`src/rtl/uart_pkg.sv`:
```
// Purpose: shared UART types and constants for the serial transmitter/receiver pair.
// Latency: n/a (declarations only).
// Backpressure: n/a.
package uart_pkg;

    // Clock cycles per serial bit; the transmitter reloads 1302 down to 0.
    localparam int BIT_CYCLES  = 1303;
    // Cycles from start-edge detection to the middle of the start bit.
    localparam int HALF_CYCLES = 651;
    // Width of the bit-timing down-counter.
    localparam int CNT_W       = 11;

    typedef enum logic [2:0] {
        IDLE,
        START,
        DATA,
        STOP,
        BREAK
    } rcv_state_t;

endpackage

```
`src/rtl/uart_rcv_if.sv`:
```
// Purpose: serial line plus byte/handshake bundle between the receiver and its bus-side consumer.
// Latency: n/a (wiring only).
// Backpressure: consumer pulses read while full=1; unread bytes are overwritten and flagged as overrun.
interface uart_rcv_if;
    logic       serial_in;
    logic       read;
    logic       full;
    logic [7:0] parallel_out;
    logic       frame_err;
    logic       overrun;

    // Receiver side: takes the line and read, drives the byte and status flags.
    modport master (
        input  serial_in,
        input  read,
        output full,
        output parallel_out,
        output frame_err,
        output overrun
    );

    // Consumer side (and line driver in a testbench).
    modport slave (
        output serial_in,
        output read,
        input  full,
        input  parallel_out,
        input  frame_err,
        input  overrun
    );
endinterface

```
`src/rtl/uart_rcv_sync.sv`:
```
// Purpose: two-flop synchronizer for the raw serial line, with optional 2-of-3 majority filter (UART_RCV_MAJORITY_EN).
// Latency: two clocks pin-to-rx, three with the majority filter.
// Backpressure: none; free-running, rx idles and resets to 1.
module uart_rcv_sync (
    input  logic clk,
    input  logic reset,
    input  logic serial_in,
    output logic rx
);

    logic meta_q;
    logic sync_q;

    // Two-stage synchronizer; both stages reset to the idle-line level.
    always_ff @(posedge clk or posedge reset) begin
        if (reset) begin
            meta_q <= 1'b1;
            sync_q <= 1'b1;
        end else begin
            meta_q <= serial_in;
            sync_q <= meta_q;
        end
    end

`ifdef UART_RCV_MAJORITY_EN
    logic hist1_q;
    logic hist2_q;

    // Keep the two previous synchronized samples for the majority vote.
    always_ff @(posedge clk or posedge reset) begin
        if (reset) begin
            hist1_q <= 1'b1;
            hist2_q <= 1'b1;
        end else begin
            hist1_q <= sync_q;
            hist2_q <= hist1_q;
        end
    end

    // A single-cycle spike cannot flip rx; a real edge shows up one clock later.
    assign rx = (sync_q & hist1_q) | (sync_q & hist2_q) | (hist1_q & hist2_q);
`else
    assign rx = sync_q;
`endif

endmodule

```
`src/rtl/uart_rcv.sv`:
```
// Purpose: 8N1 serial receiver presenting bytes with a full/read handshake (majority filter via UART_RCV_MAJORITY_EN).
// Latency: outputs update one clock after the stop-bit sample; read clears full one clock later.
// Backpressure: none on the line; an unread byte is overwritten and overrun is raised.
module uart_rcv
    import uart_pkg::*;
(
    input  logic       clk,
    input  logic       reset,
    uart_rcv_if.master bus
);

    localparam logic [CNT_W-1:0] HALF_LOAD = CNT_W'(HALF_CYCLES - 1);
    localparam logic [CNT_W-1:0] BIT_LOAD  = CNT_W'(BIT_CYCLES - 1);

    logic rx;

    uart_rcv_sync u_sync (
        .clk       (clk),
        .reset     (reset),
        .serial_in (bus.serial_in),
        .rx        (rx)
    );

    rcv_state_t       state_q;
    rcv_state_t       state_d;
    logic [CNT_W-1:0] cnt_q;
    logic [2:0]       idx_q;
    logic [7:0]       shift_q;
    logic [7:0]       byte_q;
    logic             full_q;
    logic             frame_err_q;
    logic             overrun_q;

    logic sample;
    logic load_half;
    logic load_bit;
    logic shift_en;
    logic byte_ok;
    logic byte_bad;

    assign sample = (cnt_q == '0);

    // State register.
    always_ff @(posedge clk or posedge reset) begin
        if (reset) begin
            state_q <= IDLE;
        end else begin
            state_q <= state_d;
        end
    end

    // Next-state: sample points come from the down-counter reaching zero.
    always_comb begin
        state_d = state_q;
        case (state_q)
            IDLE:    if (!rx) state_d = START;
            START:   if (sample) state_d = rx ? IDLE : DATA;
            DATA:    if (sample && (idx_q == 3'd7)) state_d = STOP;
            STOP:    if (sample) state_d = rx ? IDLE : BREAK;
            BREAK:   if (rx) state_d = IDLE;
            default: state_d = IDLE;
        endcase
    end

    // Control strobes for the counter, shifter and output flags.
    always_comb begin
        load_half = 1'b0;
        load_bit  = 1'b0;
        shift_en  = 1'b0;
        byte_ok   = 1'b0;
        byte_bad  = 1'b0;
        case (state_q)
            IDLE:  load_half = !rx;
            START: load_bit  = sample && !rx;
            DATA: begin
                shift_en = sample;
                load_bit = sample;
            end
            STOP: begin
                byte_ok  = sample && rx;
                byte_bad = sample && !rx;
            end
            default: ;
        endcase
    end

    // Bit timing counter; parks at zero when nothing is being timed.
    always_ff @(posedge clk or posedge reset) begin
        if (reset) begin
            cnt_q <= '0;
        end else if (load_half) begin
            cnt_q <= HALF_LOAD;
        end else if (load_bit) begin
            cnt_q <= BIT_LOAD;
        end else if (!sample) begin
            cnt_q <= cnt_q - CNT_W'(1);
        end
    end

    // Data shifter, LSB arrives first; bit index restarts outside DATA.
    always_ff @(posedge clk or posedge reset) begin
        if (reset) begin
            shift_q <= 8'h00;
            idx_q   <= 3'd0;
        end else if (shift_en) begin
            shift_q <= {rx, shift_q[7:1]};
            idx_q   <= idx_q + 3'd1;
        end else if (state_q != DATA) begin
            idx_q   <= 3'd0;
        end
    end

    // Byte hand-off and status flags; a good stop beats a same-cycle read.
    always_ff @(posedge clk or posedge reset) begin
        if (reset) begin
            byte_q      <= 8'h00;
            full_q      <= 1'b0;
            frame_err_q <= 1'b0;
            overrun_q   <= 1'b0;
        end else if (byte_ok) begin
            byte_q      <= shift_q;
            full_q      <= 1'b1;
            frame_err_q <= 1'b0;
            if (full_q) begin
                overrun_q <= !bus.read;
            end
        end else begin
            if (byte_bad) begin
                frame_err_q <= 1'b1;
            end
            if (bus.read && full_q) begin
                full_q    <= 1'b0;
                overrun_q <= 1'b0;
            end
        end
    end

    assign bus.full         = full_q;
    assign bus.parallel_out = byte_q;
    assign bus.frame_err    = frame_err_q;
    assign bus.overrun      = overrun_q;

endmodule

```
`src/flat_wrapper.sv`:
```
// flat-port wrapper written by rule: the top's interface ports become plain ports
module uart_rcv_flat import uart_pkg::*;
  (clk, reset, bus_serial_in, bus_read, bus_full, bus_parallel_out, bus_frame_err, bus_overrun);
  uart_rcv_if bus_i ();
  input  logic clk;
  input  logic reset;
  input wire logic [$bits(bus_i.serial_in)-1:0] bus_serial_in;
  input wire logic [$bits(bus_i.read)-1:0] bus_read;
  output wire logic [$bits(bus_i.full)-1:0] bus_full;
  output wire logic [$bits(bus_i.parallel_out)-1:0] bus_parallel_out;
  output wire logic [$bits(bus_i.frame_err)-1:0] bus_frame_err;
  output wire logic [$bits(bus_i.overrun)-1:0] bus_overrun;
  assign bus_i.serial_in = bus_serial_in;
  assign bus_i.read = bus_read;
  assign bus_full = bus_i.full;
  assign bus_parallel_out = bus_i.parallel_out;
  assign bus_frame_err = bus_i.frame_err;
  assign bus_overrun = bus_i.overrun;
  uart_rcv u_core (.clk(clk), .reset(reset), .bus(bus_i));
endmodule
```
`config.mk`:
```
export PLATFORM = sky130hd
export DESIGN_NAME = uart_rcv_flat
export DESIGN_NICKNAME = d
export VERILOG_FILES = /design/src/rtl/uart_pkg.sv /design/src/rtl/uart_rcv_if.sv /design/src/rtl/uart_rcv_sync.sv /design/src/rtl/uart_rcv.sv /design/src/flat_wrapper.sv
export SDC_FILE = /design/constraint.sdc
export NUM_CORES = 1
export LEC_CHECK = 0
export ABC_AREA = 1
export BUFFER_PORTS_ARGS = -buffer_cell sky130_fd_sc_hd__buf_2
export CORE_MARGIN = 1.5
export CORE_UTILIZATION = 63
export CTS_CLUSTER_DIAMETER = 40
export DETAILED_ROUTE_END_ITERATION = 8
export PLACE_DENSITY = 0.91
export SYNTH_ARGS = -nofsm -noshare
export SYNTH_HDL_FRONTEND = slang
export SYNTH_SLANG_ARGS = --single-unit
```
`constraint.sdc`:
```
create_clock -name clk -period 4.8 [get_ports clk]
set_clock_uncertainty 0.2 [all_clocks]
set_input_delay 0.24 -clock clk [delete_from_list [all_inputs] [get_ports clk]]
set_output_delay 0.24 -clock clk [all_outputs]
set_load 0.02 [all_outputs]
```
==> results by group <==
STA
  – Worst Tran Pin Value: 0.4547 ns
  – RSZ-0062 raised after global routing: no
  – Final Critical Period: 1.931 ns
  – Max-slew headroom: between 60% and 70%
  – Setup TNS Final: 0 ns
  – Fmax: 0.5178 GHz
  – Final setup fails: 0
  – Final period utilization: 40.24%
  – Final hold vios: 0
  – Slew Viols, Final: 0

Cells and area
  – Cell Count, Final, Fillers Out: 272
  – Synth-to-layout area growth: 9.013%
  – Nets: 248
  – Layout cells sized above 1: 20.33%
  – Antenna cells: 0

Clock network
  – Worst skew pair latency: 0.36 ns
  – CTS buffer count: 5
  – CTS tree: yes
  – PostCTS Resize Cnt: 0
  – Clk buf depth: 2
  – Setup Fix Bufs, Post-CTS: 0
  – Clk slew on worst S/H paths: 0.13 ns
  – H-tree depth: 2
  – Root Driver: clkbuf_4
  – CTS Sinks: 38

Floorplanning
  – Die area: 3358 um2
  – Initial core utilization: 67.80%
  – Core Area: ~2800 um2
  – Row cnt: 19
  – Die X: 57.95 um
  – I/O pin total: 15
  – Die Span Y: 57.95 um

Place
  – IO Port Bufs: 14
  – Cells after DPL: between 200 and 300
  – Detail Placement HPWL: 2.435 mm
  – Final GP Congestion: approximately 0.84

Worst hold path
  – Worst Min Path Start: u_core.u_sync.meta_q
  – HP Class: register to register

Drt
  – DR vias/cell: between 5 and 6
  – Starting DRT DRC Count: 52
  – Vias: 1,458
  – DRC Markers: 0
  – DR pass1 iterations: 4
  – Final WL: 3.561 mm
  – Final ANT Viol Nets: 0
  – DR WL/cell: 13.09 um

Synthesis
  – Ys async rst share: 100.0%
  – Syn. warnings: 0
  – Synthesized net count: 226
  – Post-synth top area share: between 40% and 50%
  – Unique masters post-synth: 20
  – Largest area contributor in the netlist: dfrtp_1
  – Post-synthesis sequential area ratio: 50.13%
  – Synth top cells by count: nand2_1, dfrtp_1, inv_1
  – Synthesized flop and latch total: 38
  – Cell count after synthesis: 218
  – Synth area leaders: dfrtp_1, nand2_1, o21ai_2
  – Post-Syn Area: 1902 um2
  – EDFF count, synth: 0
  – Syn Area/Cell: 8.724 um2
  – Ys flop type: dfrtp_1
  – Top-count cell post-synth: nand2_1

Worst setup path
  – Critical R2R Launch: u_core.cnt_q[0]
  – CP Class: register to register
  – CP Capture Type: register
  – Critical Path Start: u_core.cnt_q[0]
  – Critical Path Fanout Max: 18
  – Startpoint types: register
  – CP arrival: 1.97 ns
  – Worst Path Required: 4.84 ns

Global route
  – Initial antenna violation count: 0
  – GRT Resource Usage Total: 24.99%
  – First-pass GRT wire length: 6.210 mm
  – Total congestion overflow: 0
  – Vias in the first global route: 1,385
  – Largest net degree at the start of global routing: 39

Flow run
  – Max-cap viol count: 0

Pwr
  – Pwr Density: about 250 nW/um2
  – Maximum vdd drop: 0.2125 mV
  – Power, Total: between 500 and 600 uW
  – LEAKAGE: about 0.0011 uW

Status
  – Status: completed
## layout by cell type, fill, tap and decap left out, drive strengths merged
cell type    synthesis  routed
a21oi                6       6
ha                   4       4
nand2               56      56
clkbuf               0       8
nor2                28      28
nand3               20      20
xor2                 2       2
o21ai               27      27
nor3                 4       4
dfrtp               36      36
buf                  3      15
inv                 30      30
dlygate4sd3          0       3
dfstp                2       2
## layer usage
| layer | up-vias | track usage (%) | wire [um] |
|---|---|---|---|
| met4 | 0 | 10.63 | 65 |
| met1 | 688 | 33.43 | 1656 |
| met2 | 24 | 40.26 | 1748 |
| met5 | - | 0 | 0 |
| met3 | 7 | 4.688 | 91 |
| li1 | 739 | - | - |
## sequential cells by signal, indices dropped and copies added, names as in the netlist
register	cells
u_core.cnt_q	11
u_core.u_sync.rx	1
u_core.bus.full	1
u_core.bus.frame_err	1
u_core.shift_q	8
u_core.u_sync.meta_q	1
u_core.state_q	3
u_core.idx_q	3
u_core.bus.parallel_out	8
u_core.bus.overrun	1
## per-stage QoR
stage                     hold WS [ns]  setup WS (ns)  util, %  area (um2)
after floorplan                0.04448          3.062        -        1902
after global placement          0.1447          2.983    70.74        1984
after detailed placement        0.1468          2.873    70.74        1984
after CTS                       0.1677          2.867    73.91        2073
after global routing            0.1733          2.691    73.91        2073
final                           0.1656          2.869    73.91        2073
## cell type report
| type | count | area (um2) |
|---|---|---|
| clock buffers | 8 | 58.81 |
| fillers | 218 | 732.0 |
| inverters | 30 | 112.6 |
| multi-input cells | 147 | 802.0 |
| flip-flops and latches | 38 | 953.4 |
| well taps | 31 | 38.79 |
| repair buffers | 18 | 107.6 |
## worst max-delay path: stages (launching register included)
cell and delay [ns]:
dfrtp_1 0.40, inv_1 0.12, ha_1 0.18, inv_1 0.04, nor2_1 0.15, nand3_4 0.11
nor2_8 0.14, nand3_4 0.23, nand2_1 0.16, o21ai_2 0.06
## timing repair
item / 4_1_cts / 5_1_grt
endpoints found under the setup margin: 0 / 0
hold endpoints to repair: 38 / 0
hold buffers: 3 / 0
## power breakdown
part / switching (uW) / leakage [uW] / total [uW] / internal, uW
logic: 10.2 / 0.000622 / 14.7 / 4.43
clock network: 109 / 0.0000326 / 181 / 72.4
registers: 1.61 / 0.000494 / 324 / 322
## path summary, 6_finish.rpt
| check | slack, ns | end | cells after the start |
|---|---|---|---|
| max in group asynchronous | 3.71 | u_core.u_sync.rx | 4 |
| min reg2reg | 0.17 | u_core.u_sync.rx | 0 |
| min in group asynchronous | 0.32 | u_core.shift_q[5] | 4 |
| max | 2.87 | u_core.bus.parallel_out[4] | 9 |
| max reg2reg | 2.87 | u_core.bus.parallel_out[4] | 9 |
| min | 0.17 | u_core.u_sync.rx | 0 |
## kinds of logic after synthesis
| kind of cell | after synthesis | synth area share (%) |
|---|---|---|
| compound gates | 33 | 11.84 |
| xor+xnor | 2 | 0.9212 |
| fa+ha+maj | 4 | 2.632 |
| buf+inv | 33 | 7.697 |
| flops | 38 | 50.13 |
| simple gates | 108 | 26.78 |
Power figures use the tool's default switching activity.
